==> src/rtl/load_ext_pkg.sv <==
// Shared definitions for the load sequencer: op and error encodings, FSM state
// type and alignment helpers.
package load_ext_pkg;

    localparam logic [2:0] OP_LW  = 3'd0;
    localparam logic [2:0] OP_LH  = 3'd1;
    localparam logic [2:0] OP_LHU = 3'd2;
    localparam logic [2:0] OP_LB  = 3'd3;
    localparam logic [2:0] OP_LBU = 3'd4;

    localparam logic [1:0] ERR_NONE    = 2'd0;
    localparam logic [1:0] ERR_ALIGN   = 2'd1;
    localparam logic [1:0] ERR_TIMEOUT = 2'd2;
    localparam logic [1:0] ERR_OP      = 2'd3;

    typedef enum logic [1:0] {
        ST_IDLE = 2'd0,
        ST_REQ  = 2'd1,
        ST_RESP = 2'd2,
        ST_ERR  = 2'd3
    } state_t;

    function automatic logic op_illegal(input logic [2:0] op);
        return (op > OP_LBU);
    endfunction

    // Words need a 4-byte boundary, halfwords a 2-byte boundary, bytes any.
    function automatic logic misaligned(input logic [2:0] op, input logic [1:0] off);
        logic bad;
        bad = 1'b0;
        case (op)
            OP_LW:         bad = (off != 2'b00);
            OP_LH, OP_LHU: bad = off[0];
            default:       bad = 1'b0;
        endcase
        return bad;
    endfunction

endpackage

==> src/rtl/load_ext_ctrl_if.sv <==
// Command/response and data-memory signals of the load sequencer.
// slave is the sequencer side, master is the pipeline/memory side.
interface load_ext_ctrl_if;

    logic        start;
    logic [2:0]  op;
    logic [31:0] addr;
    logic        busy;
    logic        done;
    logic [31:0] result;
    logic [1:0]  err;
    logic        mem_req;
    logic [31:0] mem_addr;
    logic        mem_ack;
    logic [31:0] mem_rdata;

    modport slave (
        input  start, op, addr, mem_ack, mem_rdata,
        output busy, done, result, err, mem_req, mem_addr
    );

    modport master (
        output start, op, addr, mem_ack, mem_rdata,
        input  busy, done, result, err, mem_req, mem_addr
    );

endinterface

==> src/rtl/load_ext_ctrl_subword_ext.sv <==
// Selects the addressed byte/halfword of a little-endian word and sign- or
// zero-extends it to 32 bits. Purely combinational.
module subword_ext
    import load_ext_pkg::*;
(
    input  logic [31:0] rdata,
    input  logic [1:0]  off,
    input  logic [2:0]  op,
    output logic [31:0] ext
);

    logic [15:0] half;
    logic [7:0]  byte_v;

    // Lane selection followed by extension according to the op.
    always_comb begin
        half   = off[1] ? rdata[31:16] : rdata[15:0];
        byte_v = 8'h00;
        case (off)
            2'd0: byte_v = rdata[7:0];
            2'd1: byte_v = rdata[15:8];
            2'd2: byte_v = rdata[23:16];
            2'd3: byte_v = rdata[31:24];
            default: byte_v = 8'h00;
        endcase
        ext = 32'h0;
        case (op)
            OP_LW:   ext = rdata;
            OP_LH:   ext = {{16{half[15]}}, half};
            OP_LHU:  ext = {16'h0, half};
            OP_LB:   ext = {{24{byte_v[7]}}, byte_v};
            OP_LBU:  ext = {24'h0, byte_v};
            default: ext = 32'h0;
        endcase
    end

endmodule

==> src/rtl/load_ext_ctrl.sv <==
// Multi-cycle load sequencer: alignment/op check, one word-aligned memory
// request with timeout, then sub-word extraction of the returned data.
//
//  state   | meaning
//  --------+-----------------------------------------------------------
//  ST_IDLE | waiting for start; only state in which start is sampled
//  ST_REQ  | mem_req high, waiting for mem_ack, timeout counter running
//  ST_RESP | done pulse with extracted result, err = none
//  ST_ERR  | done pulse with result = 0 and an error code
module load_ext_ctrl
    import load_ext_pkg::*;
#(
    parameter int TIMEOUT = 16,
    parameter int CNT_W   = 5
) (
    input logic            clk,
    input logic            rst_n,
    load_ext_ctrl_if.slave bus
);

    state_t            state;
    logic [2:0]        op_q;
    logic [31:0]       addr_q;
    logic [CNT_W-1:0]  cnt_q;
    logic [31:0]       ext;
    logic              busy_q;
    logic              done_q;
    logic              mem_req_q;
    logic [31:0]       result_q;
    logic [1:0]        err_q;

    localparam logic [CNT_W-1:0] CNT_LAST = CNT_W'(TIMEOUT - 1);

    subword_ext u_ext (
        .rdata (bus.mem_rdata),
        .off   (addr_q[1:0]),
        .op    (op_q),
        .ext   (ext)
    );

    // addr_q only changes in IDLE, so the request address is frozen during REQ.
    assign bus.mem_addr = {addr_q[31:2], 2'b00};
    assign bus.busy     = busy_q;
    assign bus.done     = done_q;
    assign bus.mem_req  = mem_req_q;
    assign bus.result   = result_q;
    assign bus.err      = err_q;

    // Sequencer FSM with registered outputs; done is a one-cycle pulse.
    always_ff @(posedge clk) begin
        if (!rst_n) begin
            state     <= ST_IDLE;
            op_q      <= 3'd0;
            addr_q    <= 32'h0;
            cnt_q     <= '0;
            busy_q    <= 1'b0;
            done_q    <= 1'b0;
            mem_req_q <= 1'b0;
            result_q  <= 32'h0;
            err_q     <= ERR_NONE;
        end else begin
            done_q <= 1'b0;
            case (state)
                ST_IDLE: begin
                    if (bus.start) begin
                        op_q   <= bus.op;
                        addr_q <= bus.addr;
                        busy_q <= 1'b1;
                        if (op_illegal(bus.op)) begin
                            state    <= ST_ERR;
                            err_q    <= ERR_OP;
                            result_q <= 32'h0;
                            done_q   <= 1'b1;
                        end else if (misaligned(bus.op, bus.addr[1:0])) begin
                            state    <= ST_ERR;
                            err_q    <= ERR_ALIGN;
                            result_q <= 32'h0;
                            done_q   <= 1'b1;
                        end else begin
                            state     <= ST_REQ;
                            mem_req_q <= 1'b1;
                            cnt_q     <= '0;
                        end
                    end
                end
                ST_REQ: begin
                    // Ack takes priority over a timeout on the same cycle.
                    if (bus.mem_ack) begin
                        state     <= ST_RESP;
                        mem_req_q <= 1'b0;
                        result_q  <= ext;
                        err_q     <= ERR_NONE;
                        done_q    <= 1'b1;
                    end else if (cnt_q == CNT_LAST) begin
                        state     <= ST_ERR;
                        mem_req_q <= 1'b0;
                        result_q  <= 32'h0;
                        err_q     <= ERR_TIMEOUT;
                        done_q    <= 1'b1;
                    end else begin
                        cnt_q <= cnt_q + 1'b1;
                    end
                end
                ST_RESP, ST_ERR: begin
                    state  <= ST_IDLE;
                    busy_q <= 1'b0;
                end
                default: begin
                    state     <= ST_IDLE;
                    busy_q    <= 1'b0;
                    mem_req_q <= 1'b0;
                end
            endcase
        end
    end

endmodule

==> src/flat_wrapper.sv <==
// flat-port wrapper written by rule: the top's interface ports become plain ports
module load_ext_ctrl_flat import load_ext_pkg::*;
#(
    parameter int TIMEOUT = 16,
    parameter int CNT_W   = 5
)
  (clk, rst_n, bus_start, bus_op, bus_addr, bus_mem_ack, bus_mem_rdata, bus_busy, bus_done, bus_result, bus_err, bus_mem_req, bus_mem_addr);
  load_ext_ctrl_if bus_i ();
  input logic clk;
  input logic rst_n;
  input wire logic [$bits(bus_i.start)-1:0] bus_start;
  input wire logic [$bits(bus_i.op)-1:0] bus_op;
  input wire logic [$bits(bus_i.addr)-1:0] bus_addr;
  input wire logic [$bits(bus_i.mem_ack)-1:0] bus_mem_ack;
  input wire logic [$bits(bus_i.mem_rdata)-1:0] bus_mem_rdata;
  output wire logic [$bits(bus_i.busy)-1:0] bus_busy;
  output wire logic [$bits(bus_i.done)-1:0] bus_done;
  output wire logic [$bits(bus_i.result)-1:0] bus_result;
  output wire logic [$bits(bus_i.err)-1:0] bus_err;
  output wire logic [$bits(bus_i.mem_req)-1:0] bus_mem_req;
  output wire logic [$bits(bus_i.mem_addr)-1:0] bus_mem_addr;
  assign bus_i.start = bus_start;
  assign bus_i.op = bus_op;
  assign bus_i.addr = bus_addr;
  assign bus_i.mem_ack = bus_mem_ack;
  assign bus_i.mem_rdata = bus_mem_rdata;
  assign bus_busy = bus_i.busy;
  assign bus_done = bus_i.done;
  assign bus_result = bus_i.result;
  assign bus_err = bus_i.err;
  assign bus_mem_req = bus_i.mem_req;
  assign bus_mem_addr = bus_i.mem_addr;
  load_ext_ctrl #(.TIMEOUT(TIMEOUT), .CNT_W(CNT_W)) u_core (.clk(clk), .rst_n(rst_n), .bus(bus_i));
endmodule
==> config.mk <==
export PLATFORM = sky130hd
export DESIGN_NAME = load_ext_ctrl_flat
export DESIGN_NICKNAME = d
export VERILOG_FILES = /design/src/rtl/load_ext_pkg.sv /design/src/rtl/load_ext_ctrl_if.sv /design/src/rtl/load_ext_ctrl_subword_ext.sv /design/src/rtl/load_ext_ctrl.sv /design/src/flat_wrapper.sv
export SDC_FILE = /design/constraint.sdc
export NUM_CORES = 1
export LEC_CHECK = 0
export ABC_CLOCK_PERIOD_IN_PS = 5900
export BUFFER_PORTS_ARGS = -buffer_cell sky130_fd_sc_hd__buf_2
export CAP_MARGIN = 20
export CORE_UTILIZATION = 30
export DETAILED_ROUTE_END_ITERATION = 10
export PLACE_DENSITY = 0.56
export SLEW_MARGIN = 20
export SYNTH_ARGS = -nofsm -noshare
export SYNTH_HDL_FRONTEND = slang
export SYNTH_SLANG_ARGS = --single-unit
==> constraint.sdc <==
create_clock -name clk -period 5.9 [get_ports clk]
set_input_delay 1.475 -clock clk [delete_from_list [all_inputs] [get_ports clk]]
set_output_delay 1.475 -clock clk [all_outputs]
set_load 0.05 [all_outputs]
* After elaboration in Yosys (flattened, before gate mapping)
Cells that the tools add are included.
** Cells by class
- $lt $le $gt $ge :: 1
- Equal/unequal tests :: 20
- Reduce and logical (&&, ||, !) cells :: 15
- Muxes and demuxes :: 46
- $add $sub $neg :: 1
** Operators with widths (count)
- $mux W32 :: 5
- $pmux W32 S5 :: 1
- $pmux W32 S2 :: 1
- $pmux W8 S4 :: 1
- $mux W5 :: 5
- $mux W2 :: 10
- $mux W16 :: 1
- $mux W1 :: 15
- $ne A2 B2 Y1 const B :: 5
- $pmux W5 S2 :: 1
- $eq A3 B2 Y1 const B :: 3
- $eq A2 B2 Y1 const B :: 4
- $pmux W1 S2 :: 4
- $eq A3 B1 Y1 const B :: 2
- $logic_not A3 Y1 :: 2
- $pmux W2 S3 :: 1
- $reduce_and A2 Y1 :: 3
- $reduce_and A6 Y1 :: 1
- $reduce_bool A2 Y1 :: 3
- $add A5 B1 Y5 const B :: 1
- $eq A5 B4 Y1 const B :: 1
- $reduce_and A5 Y1 :: 1
- $eq A2 B1 Y1 const B :: 2
- $logic_not A2 Y1 :: 2
- other kinds (7) :: 8
** Word-level totals
- Input bits :: 71
- Output and inout bits :: 69
- Register bits after elaboration :: 79

* Logic depth before layout (Yosys ltp)
Gate-level depths: netlist of the first run.
- Depth in word-level cells :: 11
- Depth in mapped cells :: 10
- Gate-level depth less buffers :: 8

* Cells and area by module
From an unflattened synthesis of the first run, not the netlist that was laid out.
** Second synthesis, totals
- Cells, all modules :: 459
- Area, all modules :: 3941.3 um2
** By module, submodules not included
- load_ext_ctrl :: sequential area each 1581.5 um2, area each 3110.5 um2, times used 1, cells each 337
- subword_ext :: sequential area each 0.0 um2, area each 830.8 um2, times used 1, cells each 122

* Worst setup path before layout of the first run
Ideal clock, no wire load.
- Kind :: in2reg
- From :: in bus_op[2]
- To :: reg u_core.err_q[1] (netlist: u_core.bus.err[1])
- Setup time :: 117 ps
- Data required time :: 5783 ps
- Path slack :: 2917 ps
- Arrival time :: 2866 ps
- Stages :: 7
- Cells stage by stage :: or4b_4 o2111ai_2 nand2_4 and2_4 buf_6 buf_6 a22o_1
** Between the ends
- Cells in the longest elaborated chain, start to end :: 9
- Elaborated cells on any way between the ends :: 15
** Ends and longest elaborated chain
- start: declaration :: RTL line flat_wrapper.sv:12 : input wire logic [$bits(bus_i.op)-1:0] bus_op;
- $eq A3 B1 Y1 / $eq A3 B2 Y1 (equally long branches) :: RTL line load_ext_pkg.sv:31 : case (op)
- $reduce_or A2 Y1 :: RTL line load_ext_pkg.sv:31
- $pmux W1 S2 :: RTL line load_ext_pkg.sv:31
- $mux W1 :: RTL line load_ext_ctrl.sv:69 : if (op_illegal(bus.op)) begin
- $mux W1 :: RTL line load_ext_ctrl.sv:65 : if (bus.start) begin
- $mux W1 :: RTL line load_ext_ctrl.sv:63 : case (state)
- $mux W1 :: RTL line load_ext_ctrl.sv:51 : if (!rst_n) begin
- $ne A3 B1 Y1 (no line)
- $reduce_and A4 Y1 (no line)
- end signal: assignment :: RTL line load_ext_ctrl.sv:60 : err_q <= ERR_NONE;
- end signal: assignment :: RTL line load_ext_ctrl.sv:71 : err_q <= ERR_OP;
- end signal: assignment :: RTL line load_ext_ctrl.sv:76 : err_q <= ERR_ALIGN;
- end: declaration :: RTL line load_ext_ctrl.sv:30 : logic [1:0] err_q;
Several ways; a longest one is shown, not always the timed one. The select of a mux whose other input is x is not followed.
A chain may end at the register's enable or synchronous reset.

==> impl_metrics.tcl, run 1 <==
set metrics [dict create \
    power.leakage_nw 2.13 \
    areaGrowthSynthToFinish_pct 22.0 \
    drive_above_1_share_pct 32.9 \
    antenna_found_initial 0 \
    cts_hold_repair.buffers 0 \
    clockBufferDepth 2 \
    finalNetCount 586 \
    ctsHtreeMaxLevel 3 \
    antenna_left 0 \
    combPwrFrac_pct 20.3 \
    rsz0062_at_grt "false" \
    fp.coreArea_um2 12200 \
    relSlewSlack_pct 34.6 \
    cpPeakStageDelay_ns 0.72 \
    cp.arrival_ns 3.10 \
    start_util_pct 31.2 \
    yosysWarnings 0 \
    dieArea_um2 13200 \
    routabilityCongestion 0.844 \
    finalClockSkew_ns 0.00288 \
    tightest_slew_ns 0.981 \
    final_cell_mix "buf_2, nand2_1, dfxtp_1, a21boi_0, a21oi_1" \
    cp_top_family "simple AND/OR/NAND/NOR gates" \
    finalHoldViolations 0 \
    post_cts_buffers 0 \
    tns_ns 0 \
    drt_iter0_markers 215 \
    crit_required_ns 6.15 \
    final_common_cell "buf_2" \
    cts_buffers 9 \
    clock_latency_ns 0.33 \
    r2r_start "u_core.cnt_q[0]" \
    p_int_uw 970 \
    antenna_cells 0 \
    fillers 1289 \
    path_cells "buf_2 -> nand3_1 -> o2bb2ai_1" \
    setup_violations 0 \
    ios 140 \
    ys_ff_latch 79 \
    port_buffers 137 \
    rrSetupSlack_ns 3.56 \
    die_w_um 115 \
    reg2reg_depth 8 \
    ys_types 41 \
    dp_hpwl_um 7170 \
    seq_power_share_pct 42.3 \
    drv_cap 0 \
    via_count 3235 \
    synth_area_um2 3810 \
    startpoint_type "input pin" \
    holdPathEnd "u_core.bus.busy" \
    grt_max_degree 52 \
    cts_root_buffer "clkbuf_16" \
    timing.final.crit_share_pct 48.3 \
    path_max_fanout 51 \
    p_sw_uw 412 \
    end_kind "flip-flop" \
    pre_cts_ws_ns 2.67 \
    startpoint "rst_n" \
    clock_power_share_pct 37.4 \
    overflow 0 \
    cts_tree "done" \
    r2r_end "u_core.bus.result[12]" \
    min_path_cells 2 \
    worstHoldStart "u_core.bus.busy" \
    clock.fmax_mhz 351 \
    hold_path.class "flip-flop to flip-flop" \
    async_flop_share_pct 0 \
    setup_ws_ns 3.05 \
    sw_frac_of_total_pct 29.8 \
    post_cts_resized 0 \
    drt-total-wl_um 9870 \
    crit_type "input pin to flip-flop" \
    drc 0 \
    grt_pass1_wl_um 15300 \
    rows 40 \
    status "complete, no violations" \
    die_h_um 115 \
    clkTransAtPathRegs_ns 0.05 \
    path_buf_inv 1 \
    p_per_area_nw_per_um2 297 \
    wl_per_cell_um 14.4 \
    synth_area_per_cell_um2 9.10 \
    drv_slew 0 \
    finalWorstPathRequiredPeriod_ns 2.85 \
    grt_usage_pct 15.3 \
    cts_sinks 79 \
    synth-seq-area-share_pct 41.5 \
    synth_flop_cell "dfxtp_1" \
    critical-path-slowest-cell "nand3_1" \
    ir_drop_mv 0.214 \
    synth_edf_count 0 \
    viasPerCell 4.72 \
    dr.pass1.iters 4 \
    grt_pass1_vias 3105 \
    synthCells 419 \
]
[tightest hold or removal path, cell delays in order (launching register included)]
cell	delay, ns
dfxtp_1	0.30
inv_1	0.04
a21oi_1	0.05
[through the flow]
| step | hold WS (ns) | util (%) | instances | instance area (um2) | power [mW] |
|---|---|---|---|---|---|
| global placement | 0.431 | 35.8 | 670 | 4370 | 0.873 |
| finish | 0.443 | 38.1 | 685 | 4650 | 1.38 |
| global route | 0.469 | 38.1 | 685 | 4650 | 1.45 |
| floorplan | 0.441 | - | 420 | 3820 | 0.817 |
| detailed placement | 0.436 | 35.8 | 670 | 4370 | 0.877 |
| CTS | 0.445 | 38.1 | 685 | 4650 | 1.40 |
[flip-flops by register name, summed over array words and instances (netlist names)]
| register | count |
|---|---|
| u_core.addr_q | 32 |
| u_core.bus.busy | 1 |
| u_core.bus.done | 1 |
| u_core.bus.err | 2 |
| u_core.bus.mem_req | 1 |
| u_core.bus.result | 32 |
| u_core.cnt_q | 5 |
| u_core.op_q | 3 |
| u_core.state | 2 |
[worst max-delay path by stage]
stage,endpoint,slack (ns),cells past startpoint
final,u_core.bus.result[23],3.05,3
after floorplan,u_core.bus.err[1],2.92,7
after global placement,u_core.bus.result[25],2.75,3
after CTS,u_core.bus.result[18],3.00,3
after detailed placement,u_core.bus.result[23],2.67,3
after global routing,u_core.bus.result[23],2.89,3
[routing by layer]
layer / vias up / share of wire [%] / track usage (%)
met3: 11 / 8.9 / 5.75
met2: 138 / 46 / 25.8
met5: - / 0 / 0
met4: 0 / 1.5 / 4.50
li1: 1610 / - / -
met1: 1476 / 44 / 18.1
[power groups by stage]
stage	Sequential [mW]	Clock (mW)	Combinational (mW)
after detailed placement	0.597	0	0.281
final	0.585	0.517	0.280
after global placement	0.595	0	0.278
after floorplan	0.624	0	0.193
after CTS	0.585	0.537	0.282
after global routing	0.589	0.560	0.302
[cell families after synthesis]
logic type / after synthesis / synth area share, %
mux: 25 / 9.19
fa+ha+maj: 2 / 0.656
buf+inv: 68 / 10.5
flops: 79 / 41.5
other cells: 1 / 0.0984
simple gates: 118 / 13.8
compound gates: 125 / 24.0
xor+xnor: 1 / 0.230
[cell type report]
cell class / instances / area (um2) / area share [%]
Inverter: 11 / 41.3 / 0.888
Tap cell: 168 / 210 / 4.52
Timing Repair Buffer: 139 / 701 / 15.1
Sequential cell: 79 / 1580 / 34.0
Clock buffer: 15 / 278 / 5.97
Multi-Input combinational cell: 273 / 1840 / 39.5
[cells in the mapped netlist, drive strengths merged (2+ instances only)]
cell type,number,area [um2]
o22a,8,70.1
mux2i,17,170
nand3b,2,15.0
o2bb2ai,17,149
inv,11,41.3
buf,40,294
clkbuf,17,63.8
o21ai,15,78.8
ha,2,25.0
nand2,85,327
nor2,6,22.5
or2,2,12.5
and3,2,12.5
mux4,8,180
nand2b,7,43.8
a22o,8,70.1
nand3,2,10.0
a21boi,48,360
dfxtp,79,1580
and2,5,33.8
or3,3,18.8
a21oi,24,124
Power figures use the tool's default switching activity.
==> inputs of run 2 (changes only) <==
- ABC_CLOCK_PERIOD_IN_PS: 5900 -> 2410
- PLACE_DENSITY: 0.56 -> 0.58
- clock period: 5.9 -> 2.41 ns (I/O delays scaled with it)
==> impl_metrics.tcl, run 2 (synthesized netlist as in run 1, its figures left out) <==
set metrics [dict create \
    status "complete, no violations" \
    fp.coreArea_um2 12200 \
    post_cts_buffers 0 \
    drt-total-wl_um 9910 \
    crit_required_ns 2.69 \
    cp.arrival_ns 2.43 \
    clockBufferDepth 2 \
    clock_power_share_pct 41.6 \
    end_kind "flip-flop" \
    finalClockSkew_ns 0.00463 \
    drv_slew 0 \
    finalHoldViolations 0 \
    cts_hold_repair.buffers 0 \
    power.leakage_nw 2.18 \
    tns_ns 0 \
    ctsHtreeMaxLevel 3 \
    crit_type "flip-flop to flip-flop" \
    overflow 0 \
    dieArea_um2 13200 \
    tightest_slew_ns 0.993 \
    startpoint_type "flip-flop" \
    p_sw_mw 1.05 \
    finalWorstPathRequiredPeriod_ns 2.14 \
    timing.final.crit_share_pct 88.9 \
    sw_frac_of_total_pct 28.9 \
    start_util_pct 31.2 \
    final_cell_mix "buf_2, nand2_1, dfxtp_1, a21boi_0, a21oi_1" \
    die_w_um 115 \
    antenna_cells 0 \
    cts_buffers 9 \
    combPwrFrac_pct 19.3 \
    fillers 1304 \
    clock.fmax_mhz 467 \
    grt_pass1_wl_um 15800 \
    setup_violations 0 \
    relSlewSlack_pct 33.8 \
    areaGrowthSynthToFinish_pct 24.3 \
    port_buffers 137 \
    antenna_found_initial 0 \
    cts_tree "done" \
    routabilityCongestion 0.831 \
    rows 40 \
    grt_usage_pct 15.6 \
    drv_cap 0 \
    clock_latency_ns 0.34 \
    p_int_mw 2.59 \
    grt_pass1_vias 3073 \
    antenna_left 0 \
    drc 0 \
    path_max_fanout 25 \
    die_h_um 115 \
    rsz0062_at_grt "false" \
    via_count 3248 \
    setup_ws_ns 0.267 \
    cts_sinks 79 \
    drt_iter0_markers 162 \
    hold_path.class "flip-flop to flip-flop" \
    ir_drop_mv 0.290 \
    viasPerCell 4.72 \
    pre_cts_ws_ns 0.159 \
    final_common_cell "buf_2" \
    dr.pass1.iters 4 \
    cts_root_buffer "clkbuf_16" \
    grt_max_degree 36 \
    dp_hpwl_um 7310 \
    p_per_area_nw_per_um2 768 \
    post_cts_resized 0 \
    ios 140 \
    clkTransAtPathRegs_ns 0.06 \
    finalNetCount 589 \
    seq_power_share_pct 39.2 \
    wl_per_cell_um 14.4 \
    drive_above_1_share_pct 33.8 \
]
[run 2: cell count changes in the layout (fill, tap and decap cells not counted)]
cell and delta:
clkbuf_1 -3, buf_4 +2, bufinv_16 +2, buf_12 +1, clkinv_2 +1, o21ai_0 -1, o21ai_1 +1
[run 2: path summary, 6_finish.rpt]
path,startpoint,cells past startpoint,endpoint,slack (ns)
worst max register to register,u_core.cnt_q[0],8,u_core.bus.result[10],0.27
worst max-delay path,u_core.cnt_q[0],8,u_core.bus.result[10],0.27
worst min register to register,u_core.bus.busy,2,u_core.bus.busy,0.46
worst min-delay path,u_core.bus.busy,2,u_core.bus.busy,0.46
[run 2: stage by stage]
step / util (%) / total power, mW / instance area, um2 / hold slack [ns] / std cells
floorplan: - / 2.00 / 3820 / 0.441 / 420
global placement: 36.1 / 2.15 / 4410 / 0.434 / 673
detailed placement: 36.1 / 2.16 / 4410 / 0.442 / 673
CTS: 38.8 / 3.69 / 4740 / 0.454 / 688
global route: 38.8 / 3.81 / 4740 / 0.478 / 688
finish: 38.8 / 3.64 / 4740 / 0.456 / 688
[run 2: power groups by stage]
stage                     registers [mW]  clock network (mW)  logic, mW
after floorplan                     1.53                   0      0.473
after global placement              1.45                   0      0.697
after detailed placement            1.45                   0      0.706
after CTS                           1.43                1.56      0.707
after global routing                1.44                1.61      0.759
final                               1.43                1.51      0.701
[run 2: final cells by class]
type                    instances  area, um2  area share [%]
flip-flops and latches         79       1580            33.4
clock inverters                 3       65.1            1.37
inverters                      11       41.3           0.871
clock buffers                  12        267            5.62
multi-input cells             273       1840            38.8
repair buffers                142        736            15.5
well taps                     168        210            4.44
[run 2: metal layers]
metal	up-vias	share of wire, %	GRT usage (%)
met5	-	0	0
met4	0	1.8	7.10
met3	12	7.7	4.32
met2	129	45	24.9
met1	1494	46	19.7
li1	1613	-	-
[run 2: critical path: stages, from the launching register on]
cell and delay, ns:
dfxtp_1 0.33, ha_1 0.21, and3_1 0.18, ha_1 0.20, o21ai_1 0.24, o2111ai_2 0.22
nand2_4 0.17, and2_4 0.34, a22o_1 0.19
